**src/rtl/timer_counter.sv**
```systemverilog
// Memory-mapped 32-bit down-counting timer with a CTRL/PRESET/COUNT word window
// and a maskable interrupt. Supports one-shot and auto-reload modes.
module timer_counter #(
    parameter logic [31:0] BASE_ADDR = 32'h0000_7f00
) (
    input  logic        clk,
    input  logic        reset,
    input  logic [31:0] Addr,
    input  logic        WE,
    input  logic [31:0] Din,
    output logic [31:0] Dout,
    output logic        IRQ
);

    typedef enum logic [1:0] {
        S_IDLE,
        S_LOAD,
        S_CNT,
        S_INT
    } state_t;

    state_t      r_state;
    logic [3:0]  r_ctrl;
    logic [31:0] r_preset;
    logic [31:0] r_count;
    logic        r_irq_flag;

    logic        w_sel;
    logic [1:0]  w_offset;
    logic        w_wr_ctrl;
    logic        w_wr_preset;
    logic        w_enable;
    logic [1:0]  w_mode;
    logic        w_fire;

    assign w_sel       = (Addr >= BASE_ADDR) && (Addr <= BASE_ADDR + 32'd11);
    assign w_offset    = Addr[3:2] - BASE_ADDR[3:2];
    assign w_wr_ctrl   = WE && w_sel && (w_offset == 2'd0);
    assign w_wr_preset = WE && w_sel && (w_offset == 2'd1);
    assign w_enable    = r_ctrl[0];
    assign w_mode      = r_ctrl[2:1];

    // Terminal count this edge; a same-cycle register write must not clear it.
    assign w_fire = (r_state == S_CNT) && w_enable && (r_count <= 32'd1);

    assign IRQ = r_irq_flag & r_ctrl[3];

    always_comb begin
        Dout = '0;
        if (w_sel) begin
            case (w_offset)
                2'd0:    Dout = {28'd0, r_ctrl};
                2'd1:    Dout = r_preset;
                2'd2:    Dout = r_count;
                default: Dout = '0;
            endcase
        end
    end

    always_ff @(posedge clk or posedge reset) begin
        if (reset) begin
            r_state    <= S_IDLE;
            r_ctrl     <= '0;
            r_preset   <= '0;
            r_count    <= '0;
            r_irq_flag <= 1'b0;
        end else begin
            case (r_state)
                S_IDLE: begin
                    if (w_enable) begin
                        r_state <= S_LOAD;
                    end
                end
                S_LOAD: begin
                    r_count <= r_preset;
                    r_state <= S_CNT;
                end
                S_CNT: begin
                    if (!w_enable) begin
                        r_state <= S_IDLE;
                    end else if (r_count > 32'd1) begin
                        r_count <= r_count - 32'd1;
                    end else begin
                        r_count    <= '0;
                        r_irq_flag <= 1'b1;
                        r_state    <= S_INT;
                    end
                end
                S_INT: begin
                    if (w_mode == 2'b01) begin
                        r_irq_flag <= 1'b0;
                        r_state    <= S_LOAD;
                    end else begin
                        r_ctrl[0] <= 1'b0;
                        r_state   <= S_IDLE;
                    end
                end
                default: r_state <= S_IDLE;
            endcase

            // Bus writes come last so a CTRL write overrides the one-shot Enable clear.
            if (w_wr_ctrl) begin
                r_ctrl <= Din[3:0];
            end
            if (w_wr_preset) begin
                r_preset <= Din;
            end
            if ((w_wr_ctrl || w_wr_preset) && !w_fire) begin
                r_irq_flag <= 1'b0;
            end
        end
    end

endmodule
```
**config.mk**
```make
export PLATFORM = sky130hd
export DESIGN_NAME = timer_counter
export DESIGN_NICKNAME = d
export VERILOG_FILES = /design/src/rtl/timer_counter.sv
export SDC_FILE = /design/constraint.sdc
export NUM_CORES = 1
export LEC_CHECK = 0
export CAP_MARGIN = 10
export CORE_MARGIN = 2
export CORE_UTILIZATION = 55
export DETAILED_ROUTE_END_ITERATION = 6
export PLACE_DENSITY = 0.95
export SLEW_MARGIN = 20
export SYNTH_ARGS = -nofsm -noshare
export SYNTH_HDL_FRONTEND = slang
export SYNTH_SLANG_ARGS = --single-unit
export TNS_END_PERCENT = 30
```
**constraint.sdc**
```tcl
create_clock -name clk -period 4.1 [get_ports clk]
set_input_delay 0.41 -clock clk [delete_from_list [all_inputs] [get_ports clk]]
set_output_delay 0.41 -clock clk [all_outputs]
set_load 0.05 [all_outputs]
```
# After elaboration in Yosys (flattened, before gate mapping)

Cells that the tools add are included.

Bitwise logic cells: 1
Reductions and logical operators: 18
Muxes and demuxes: 18
Equal/unequal tests: 13
Order comparisons: 4
$add $sub $neg: 1

Operators by type and width:

| cell                                                                | count |
|---|---|
| two-way mux 32 bit                                                  | 3 |
| case mux 32 bit (3 select lines)                                    | 1 |
| case mux 32 bit (2 select lines)                                    | 1 |
| greater-or-equal comparator 32 x 15 -> 1 bit, second input constant | 1 |
| > comparator 32 x 1 -> 1 bit, second input constant                 | 1 |
| less-or-equal comparator 32 x 1 -> 1 bit, second input constant     | 1 |
| less-or-equal comparator 32 x 15 -> 1 bit, second input constant    | 1 |
| subtractor 32 x 1 -> 32 bit, second input constant                  | 1 |
| two-way mux 1 bit                                                   | 8 |
| case mux 2 bit (4 select lines)                                     | 1 |
| logical AND 1 bit                                                   | 7 |
| equality test 2 x 1 -> 1 bit, second input constant                 | 3 |
| equality test 2 bit, second input constant                          | 3 |
| two-way mux 2 bit                                                   | 3 |
| != test 2 bit, second input constant                                | 3 |
| != test 3 x 2 -> 1 bit, second input constant                       | 2 |
| != test 3 bit, second input constant                                | 2 |
| AND reduction 2 bit                                                 | 3 |
| logical NOT 2 bit                                                   | 2 |
| AND reduction 4 bit                                                 | 1 |
| nonzero test 2 bit                                                  | 2 |
| nonzero test 3 bit                                                  | 1 |
| case mux 1 bit (2 select lines)                                     | 1 |
| bitwise AND 1 bit                                                   | 1 |
| 2 further kinds                                                     | 2 |

Logic and storage cells: 61
Register bits: 71

# Logic depth before layout (Yosys ltp)

Depth after elaboration: 8
Depth in mapped cells: 9

# Worst setup path before layout

Ideal clock, no wire load.

Path type: input to output
Start point: input port Addr[27]
End point: output port Dout[10]
Data arrival time: 2.215 ns
Setup slack: 1.475 ns
Required time: 3.690 ns
Stages: 5
Path buffers: 1
Path through: or4_1 -> a21oi_1 -> nand4b_1 -> clkbuf_1 -> nor2_1

Cells in the longest elaborated chain, start to end: 3
Elaborated cells between the ends (all ways): 4
Those cells by class: order compare: 2; mux: 1; reduce/logical: 1

Ends and longest elaborated chain:

| item                                                                                                      | RTL line | RTL |
|---|---|---|
| start: declaration                                                                                        | 8        | `input logic [31:0] Addr,` |
| greater-or-equal comparator 32 x 15 -> 1 bit or less-or-equal comparator 32 x 15 -> 1 bit (tied branches) | 36       | `assign w_sel = (Addr >= BASE_ADDR) && (Addr <= BASE_ADDR + 32'd11);` |
| logical AND 1 bit (*)                                                                                     | 36       |  |
| two-way mux 32 bit (*)                                                                                    | 50       | `if (w_sel) begin` |
| end: declaration                                                                                          | 11       | `output logic [31:0] Dout,` |

Every way passes the cells marked *; elsewhere a longest branch is shown, timed or not.

# Worst setup path in the final report

Start point: register r_count[8]
End point: register r_count[14]

Cells in the longest elaborated chain, start to end: 4
Elaborated cells between the ends (all ways): 5
Those cells by class: add/sub: 1; order compare: 1; mux: 3

Ends and longest elaborated chain:

| item                                                                        | RTL line | RTL |
|---|---|---|
| start: declaration                                                          | 25       | `logic [31:0] r_count;` |
| start signal: assignment                                                    | 75       | `r_count <= r_preset;` |
| start signal: assignment                                                    | 82       | `r_count <= r_count - 32'd1;` |
| subtractor 32 x 1 -> 32 bit or > comparator 32 x 1 -> 1 bit (tied branches) | 82, 81   |  |
| two-way mux 32 bit (*)                                                      | 81       | `end else if (r_count > 32'd1) begin` |
| two-way mux 32 bit (*)                                                      | 79       | `if (!w_enable) begin` |
| case mux 32 bit (2 select lines) (*)                                        | 68       | `case (r_state)` |

Every way passes the cells marked *; elsewhere a longest branch is shown, timed or not. The select of a mux whose other input is x is not followed.
A chain may end at the register's enable or synchronous reset.

==> impl_metrics.ini <==
[clock_network]
cts_root_buffer = clkbuf_8
post_cts_buffers = 0
path_clk_slew_ns = 0.08
cts_tree = yes
ctsResizeCount = 0
cts_made_buffers = 9
htree_num_levels = 3
clk_path_buf_depth = 2
clock-sinks = 71
cts_hold_buf = 0
clk_latency_ns = 0.36

[critical_path]
end_kind = flop
critPathBufInv = 0
cp.arrival_ns = 3.33
worstPathRequired_ns = 4.35
worstSetupStartpointType = flop
slowest_delay_ns = 0.81
cp_cell_sequence = nor3_1, nand4_1, o311a_1, a32o_1, a22o_1
crit_family = compound AO/OA/AOI/OAI gates
slowest_stage = o311a_1
crit_fanout = 20
path_class = flop to flop

[logic_synthesis]
synth_edf_count = 0
synth_seq_cells = 71
synth_area_mm2 = 0.004314
syn_area_per_cell_um2 = 9.440
synth.top_cell.area_share_pct = 41.18
ys_types = 60
yosys_warnings = 0
syn_nets = 526
postSynthCellCount = 457
async_flop_share_pct = 100.0
synth_seq_area_share_pct = 41.18
yosys-top-cells-area = dfrtp_1, mux2_2, a22oi_1
synth_ff_type = dfrtp_1
yosysTopAreaCell = dfrtp_1

[global_routing]
gr-usage-all-layers_pct = 32.59
antenna_found_initial = 0
grt_start_max_net_pins = 49
grt_pass1_wl_mm = 22.04
grt-ovfl-total = 0
grt_pass1_vias = 4588

[drt]
vias_per_cell = 6.991
drt_iter0_drc = 655
drc = 0
vias = 4516
dr.pass1.iters = 7
wl_per_cell_um = 20.97
ant_nets = 0
finalWirelength_mm = 13.55

[die]
chipWidth_um = 92.57
dieArea_mm2 = 0.008568
start_util_pct = 56.41
coreArea_mm2 = 0.007647
die_y_um = 92.57
top_level_ports = 100
row_count = 32

[placement]
finalWeightedCongestion = 0.9657
portBuffers = 97
place_area_mm2 = 0.005649
dp_hpwl_mm = 9.063

[timing]
clock_skew_ns = 0.003699
slew_violations = 0
finalSetupViolations = 0
tightest_slew_ns = 1.069
relSlewSlack_pct = 28.75
hold_viol_final = 0
max_freq_mhz = 324.9
rsz0062_at_grt = false
min_period_ns = 3.078
period_share_pct = 75.07
fin_tns_setup_ns = 0

[power_and_ir_drop]
static-leakage-power_nw = 2.608
power_density_mw_per_mm2 = 243.6
max-vdd-ir-drop_mv = 0.1851

[final_layout]
area_delta_synth_final_pct = 36.11
nets = 608
num_antenna_cells = 0
final_area_mm2 = 0.005872
drive_gt1_share_pct = 19.30

[outcome]
run_status = complete, no violations

[hold_path]
min_path_type = input port to async pin

[job]
drv_cap = 0
## kinds of logic (layout without fill, tap and decap cells)
family | count (synthesis) | in the layout | synth area share [%]
muxes | 44 | 44 | 11.22
AOI/OAI and AO/OA | 119 | 119 | 20.65
buffers and inverters | 49 | 136 | 4.988
DFF | 71 | 71 | 41.18
adders and majority gates | 2 | 2 | 0.5800
and+or+nand+nor | 172 | 172 | 21.37
## through the flow
step	total power [mW]	instances	utilization, %	hold slack, ns	setup WS, ns
4_1_cts	1.429	646	76.77	0.5308	1.190
3_3_place_gp	0.8077	630	73.87	0.5077	1.261
6_report	1.430	646	76.78	0.5166	1.022
2_1_floorplan	0.7379	457	-	0.4744	1.476
5_1_grt	1.470	646	76.78	0.5540	1.089
3_5_place_dp	0.8103	630	73.87	0.5138	1.157
## cells in the mapped netlist (all sizes together) (7+ instances only)
cell type,number
mux2,35
nand2,27
nor2,49
buf,7
a22oi,39
or4,8
inv,14
nor4,7
nor3,17
clkbuf,28
mux2i,9
a21oi,21
nand3,11
o311ai,7
dfrtp,71
or3,13
o21ai,14
## path summary, 6_finish.rpt
check / from / to / slack, ns / cells after the start
max: r_count[8] / r_count[14] / 1.02 / 5
min: reset / r_preset[8] / 0.52 / 2
max reg2reg: r_count[8] / r_count[14] / 1.02 / 5
max in group asynchronous: reset / r_count[25] / 2.76 / 3
min reg2reg: r_preset[12] / r_preset[12] / 0.53 / 1
min in group clk: r_preset[12] / r_preset[12] / 0.53 / 1
## per-layer routing
metal | track usage (%) | part of all wire (%) | up-vias
met4 | 20.27 | 5.8 | 0
met5 | 0 | 0 | -
li1 | - | - | 1900
met1 | 39.28 | 35 | 2114
met2 | 52.13 | 49 | 381
met3 | 8.462 | 10 | 121
## where the power goes
part	switching (mW)	total (mW)	internal, mW
sequential	0.000000179	0.700	0.700
combinational	0.0378	0.0968	0.0590
clock	0.277	0.634	0.357
total	0.315	1.43	1.12
## registers in the layout (all words and copies together), names as in the netlist
signal / cells
r_count: 32
r_state: 2
r_preset: 32
r_ctrl: 4
r_irq_flag: 1
## layout by cell type (no fill, tap or decap), types with 3 or more instances in the layout
cell type        count
dfrtp_1             71
clkdlybuf4s50_1     65
nor2_1              49
a22oi_1             37
mux2_2              33
buf_12              32
nand2_1             27
a21oi_1             21
nor3_1              17
inv_1               13
or3_1               12
nand3_1             11
clkbuf_8            10
mux2i_1              9
buf_4                9
or4_1                7
nor4_1               7
o21ai_0              7
o21ai_1              7
nand4_1              6
o211ai_1             6
o22ai_1              5
o311ai_1             5
nand4b_1             4
nor2b_1              4
a32oi_1              4
clkinv_2             4
and3_1               4
a22o_1               4
o31a_1               4
nand2b_1             3
or2_2                3
o221ai_1             3
## area by class of cell
cell class              count  area [µm²]
multi-input cells         337        2333
flip-flops and latches     71        1777
fillers                   463        1775
repair buffers            106        1359
clock buffers              10       137.6
well taps                 102       127.6
clock inverters             6       83.83
inverters                  14       53.80
## worst register-to-register path, cell delays in order, from the launching register on
cell and delay, ns:
dfrtp_1 0.47, nor3_1 0.63, nand4_1 0.43, o311a_1 0.82, a32o_1 0.41, a22o_1 0.23
(Power assumes the default switching activity.)
==> edit 1: new RTL, same settings <==
Register the output `Dout`, without a reset; this adds one clock of latency there. The other outputs are not delayed to match.
--- a/src/rtl/timer_counter.sv
+++ b/src/rtl/timer_counter.sv
@@ -19,4 +19,6 @@
         S_INT
     } state_t;
+
+    logic [31:0] Dout_d;
 
     state_t      r_state;
@@ -47,11 +49,11 @@
 
     always_comb begin
-        Dout = '0;
+        Dout_d = '0;
         if (w_sel) begin
             case (w_offset)
-                2'd0:    Dout = {28'd0, r_ctrl};
-                2'd1:    Dout = r_preset;
-                2'd2:    Dout = r_count;
-                default: Dout = '0;
+                2'd0:    Dout_d = {28'd0, r_ctrl};
+                2'd1:    Dout_d = r_preset;
+                2'd2:    Dout_d = r_count;
+                default: Dout_d = '0;
             endcase
         end
@@ -112,3 +114,7 @@
     end
 
+    always_ff @(posedge clk) begin
+        Dout <= Dout_d;
+    end
+
 endmodule
Function: changed (a bounded check fails within 4 cycles, from zero or initial values and one cycle with reset high).
==> edit 1 against the unedited design <==
Total power grew 18%. Synthesized area grew 12%. Die area rose by 11%. Combinational power fell by 2%. Sequential cell count up 32. Cell area grew 2.6%. Setup slack better by 0.12 ns. Clock skew rose by 0.0090 ns. Routed wire length decreased by 6.1%. Sequential share of layout area rose by 9.9 points. Core utilization down 6.7 points.
==> edit 1: results (changes against the unedited design) <==
| Metric | Value |
|---|---|
| Placed cell area | 5850 um^2 (was 5650 um^2) |
| CP peak stage delay | 0.73 ns (was 0.81 ns) |
| Critical Path Start | r_count[5] (was r_count[8]) |
| WL final | 12,700 um (was 13,500 um) |
| Post-layout instance count excluding filler cells | 676 (was 646) |
| Clk pwr share | 0.346 (was 0.443) |
| Clock Skew | 0.0127 ns (was 0.00370 ns) |
| Fin nets | 632 (was 608) |
| Mux contribution to synthesized area | 0.0920 (was 0.112) |
| Post-synth net total | 550 (was 526) |
| Seq power | 0.00101 W (was 0.000700 W) |
| Worst slack at placement | 1.17 ns (was 1.16 ns) |
| Top Registers | Dout: 32 flops, r_count: 32 flops, r_preset: 32 flops (was r_count: 32 flops, r_preset: 32 flops, r_ctrl: 4 flops) |
| Vias per cell | 6.31 (was 6.99) |
| Worst-Margin Slew | 0.842 ns (was 1.07 ns) |
| Largest net degree at the start of global routing | 47 (was 49) |
| Clock H-tree levels | 3 (unchanged) |
| Met3 usage | 0.0698 (was 0.0846) |
| Post-DP HPWL | 8780 um (was 9060 um) |
| Metal-1 WL | 5110 um (was 4800 um) |
| Placer Congestion | 0.913 (was 0.966) |
| Share of cells above drive strength 1 | 0.121 (was 0.193) |
| Layout fillers | 676 (was 463) |
| Ys async rst share | 0.689 (was 1.00) |
| Vias in the first global route | 4,321 (was 4,588) |
| Inst Count DP | 660 (was 630) |
| Outcome | finished clean (unchanged) |
| Adder-cell share of the synthesized area | 0.00519 (was 0.00580) |
| Drt pass-1 iters | 5 (was 7) |
| Clock-pin slew on the worst setup and hold paths | 0.10 ns (was 0.08 ns) |
| Leak | 2.54 nW (was 2.61 nW) |
| First-pass GRT wire length | 21,200 um (was 22,000 um) |
| Post-synthesis sequential area ratio | 0.501 (was 0.412) |
| Post-synth top cells | dfrtp_1 (71), nor2_1 (56), a22oi_1 (40) (was dfrtp_1 (71), nor2_1 (49), a22oi_1 (37)) |
| Pwr Density | 280 nW/um^2 (was 244 nW/um^2) |
| Net Sw Power | 0.000384 W (was 0.000315 W) |
| Top post-synthesis cells by area | dfrtp_1 (37%), dfxtp_1 (13%), mux2_2 (8.2%) (was dfrtp_1 (41%), mux2_2 (8.6%), a22oi_1 (6.4%)) |
| Port bufs | 97 (unchanged) |
| GR Util met1 | 0.346 (was 0.393) |
| CP max-delay cell | nor3_1 (was o311a_1) |
==> edit 1: cell type report <==
type                            count  area, um^2  share of cell area
Sequential cell                   103        2420               0.401
Tap cell                          108         135              0.0224
Timing Repair Buffer              105        1030               0.171
Clock inverter                      5        33.8             0.00561
Inverter                           10        38.8             0.00644
Clock buffer                       11         141              0.0235
Multi-Input combinational cell    334        2230               0.370
==> edit 1: worst max-delay path: cells and delay by family, from the launching register on <==
| kind | cells | cell delay (ns) |
|---|---|---|
| AO/OA/AOI/OAI | 3 | 0.86 |
| flip-flops | 1 | 0.48 |
| AND/OR/NAND/NOR | 3 | 1.50 |
==> edit 1: path summary, 6_finish.rpt <==
| check | cells past startpoint | end | slack [ns] |
|---|---|---|---|
| setup / recovery | 6 | r_count[14] | 1.15 |
| hold reg to reg | 2 | r_count[29] | 0.54 |
| setup reg to reg | 6 | r_count[14] | 1.15 |
| max in group asynchronous | 3 | r_count[18] | 2.75 |
| hold / removal | 2 | r_preset[7] | 0.50 |
| min in group clk | 2 | r_count[29] | 0.54 |
==> edit 2: new RTL, same settings <==
Made on the original files. Encoding of `state_t`: now Gray code (2 bits for 4 states).
--- a/src/rtl/timer_counter.sv
+++ b/src/rtl/timer_counter.sv
@@ -14,8 +14,8 @@
 
     typedef enum logic [1:0] {
-        S_IDLE,
-        S_LOAD,
-        S_CNT,
-        S_INT
+        S_IDLE = 2'b00,
+        S_LOAD = 2'b01,
+        S_CNT  = 2'b11,
+        S_INT  = 2'b10
     } state_t;
 
Check against the original RTL: same outputs for any inputs over 4 cycles, from zero or initial values and one cycle with reset high; so few cycles prove little.
==> edit 2 against the unedited design <==
Cell area increased by 2.5%. Sequential cell count is the same. Sequential share of layout area is 0.74 points lower. Synthesized cell count grew 8.5%. Clock power is 11% higher. Routed wire length up 0.37%. Worst hold slack improved by 0.014 ns. Register-to-register slack better by 0.28 ns. Setup slack lost 0.032 ns. First-iteration DRC count fell by 1.8%. Clock skew grew 0.0012 ns. Synthesized area grew 3.1%. Total power up 4.9%. Largest cell class unchanged. Highest routed layer unchanged.
==> edit 2: results (changes against the unedited design) <==
| Metric | Value |
|---|---|
| VDD IR-drop max | 0.000199 V (was 0.000185 V) |
| Inst Count DP | 665 (was 630) |
| Clock Skew | 0.00490 ns (was 0.00370 ns) |
| Met2 WL | 6800 um (was 6580 um) |
| Met2 Use GR | 0.527 (was 0.521) |
| Vias per cell | 6.90 (was 6.99) |
| Share of cells above drive strength 1 | 0.193 (about the same) |
| Post-layout instance count excluding filler cells | 681 (was 646) |
| Outcome | finished clean (unchanged) |
| Total Routing Usage GR | 0.320 (was 0.326) |
| Max-slew headroom | 0.301 (was 0.287) |
| First-pass GRT wire length | 22,100 um (was 22,000 um) |
| Leak | 2.62 nW (was 2.61 nW) |
| Logic power comb | 0.0000958 W (was 0.0000968 W) |
| Post-synth top cells | dfrtp_1 (71), nor2_1 (55), a21oi_1 (46) (was dfrtp_1 (71), nor2_1 (49), a22oi_1 (37)) |
| Placer Congestion | 1.00 (was 0.966) |
| Routed met3 length | 1390 um (about the same) |
| Top post-synthesis cells by area | dfrtp_1 (40%), mux2_2 (9.1%), a21oi_1 (5.2%) (was dfrtp_1 (41%), mux2_2 (8.6%), a22oi_1 (6.4%)) |
| GR Util met1 | 0.393 (about the same) |
| Post-DP HPWL | 9040 um (was 9060 um) |
| Library cells used by synthesis | 58 (was 60) |
| Layout fillers | 474 (was 463) |
| Met3 usage | 0.0626 (was 0.0846) |
| Metal-1 WL | 4920 um (was 4800 um) |
| Vias in the first global route | 4,659 (was 4,588) |
| Syn Area/Cell | 8.97 um^2 (was 9.44 um^2) |
| Initial DRC count | 643 (was 655) |
| Clk pwr share | 0.470 (was 0.443) |
| Post-synth net total | 565 (was 526) |
| Fin nets | 643 (was 608) |
| Int Power | 0.00118 W (was 0.00112 W) |
[edit 2: cell count changes after synthesis, sizes merged, moves of 5 or more]
cell,change
nor4,+10
o21ai,+26
a21oi,+25
a211o,+5
nor2,+6
nand3,+6
a211oi,+5
or3,-5
nand2,-9
o311ai,-6
a22oi,-9
[edit 2: through the flow]
step	power (W)	util	cell area, um^2
after detailed placement	0.000810	0.743	5770
final	0.00150	0.775	6020
after CTS	0.00150	0.775	6020
after global routing	0.00153	0.775	6020
after global placement	0.000807	0.743	5770
after floorplan	0.000738	-	4450
[edit 2: cells by family after synthesis]
family	Yosys count	share of synthesized area
simple gates	174	0.218
compound gates	159	0.228
flops	71	0.399
mux	41	0.102
buf+inv	49	0.0470
fa+ha+maj	2	0.00562
[edit 2: worst max-delay path, stage by stage]
cell and delay [ns]:
clkdlybuf4s50_1 0.69, nor2b_2 0.63, buf_4 0.37, a22oi_1 0.14
nor2_1 0.26, buf_12 0.18
[edit 2: final cells by class]
class | instances | area share
multi-input combinational | 376 | 0.411
sequential | 71 | 0.295
timing repair buffer | 106 | 0.226
clock buffer | 11 | 0.0235
tap | 102 | 0.0212
clock inverter | 5 | 0.0175
inverter | 10 | 0.00644
[edit 2: worst paths after layout]
| kind | slack [ns] | startpoint | endpoint | cells after the start |
|---|---|---|---|---|
| hold / removal | 0.53 | reset | r_preset[0] | 2 |
| min in group clk | 0.54 | r_preset[13] | r_preset[13] | 1 |
| setup reg to reg | 1.30 | r_count[0] | r_count[30] | 7 |
| setup / recovery | 0.99 | Addr[2] | Dout[28] | 6 |
| max in group asynchronous | 2.76 | reset | r_count[24] | 3 |
| hold reg to reg | 0.54 | r_preset[13] | r_preset[13] | 1 |
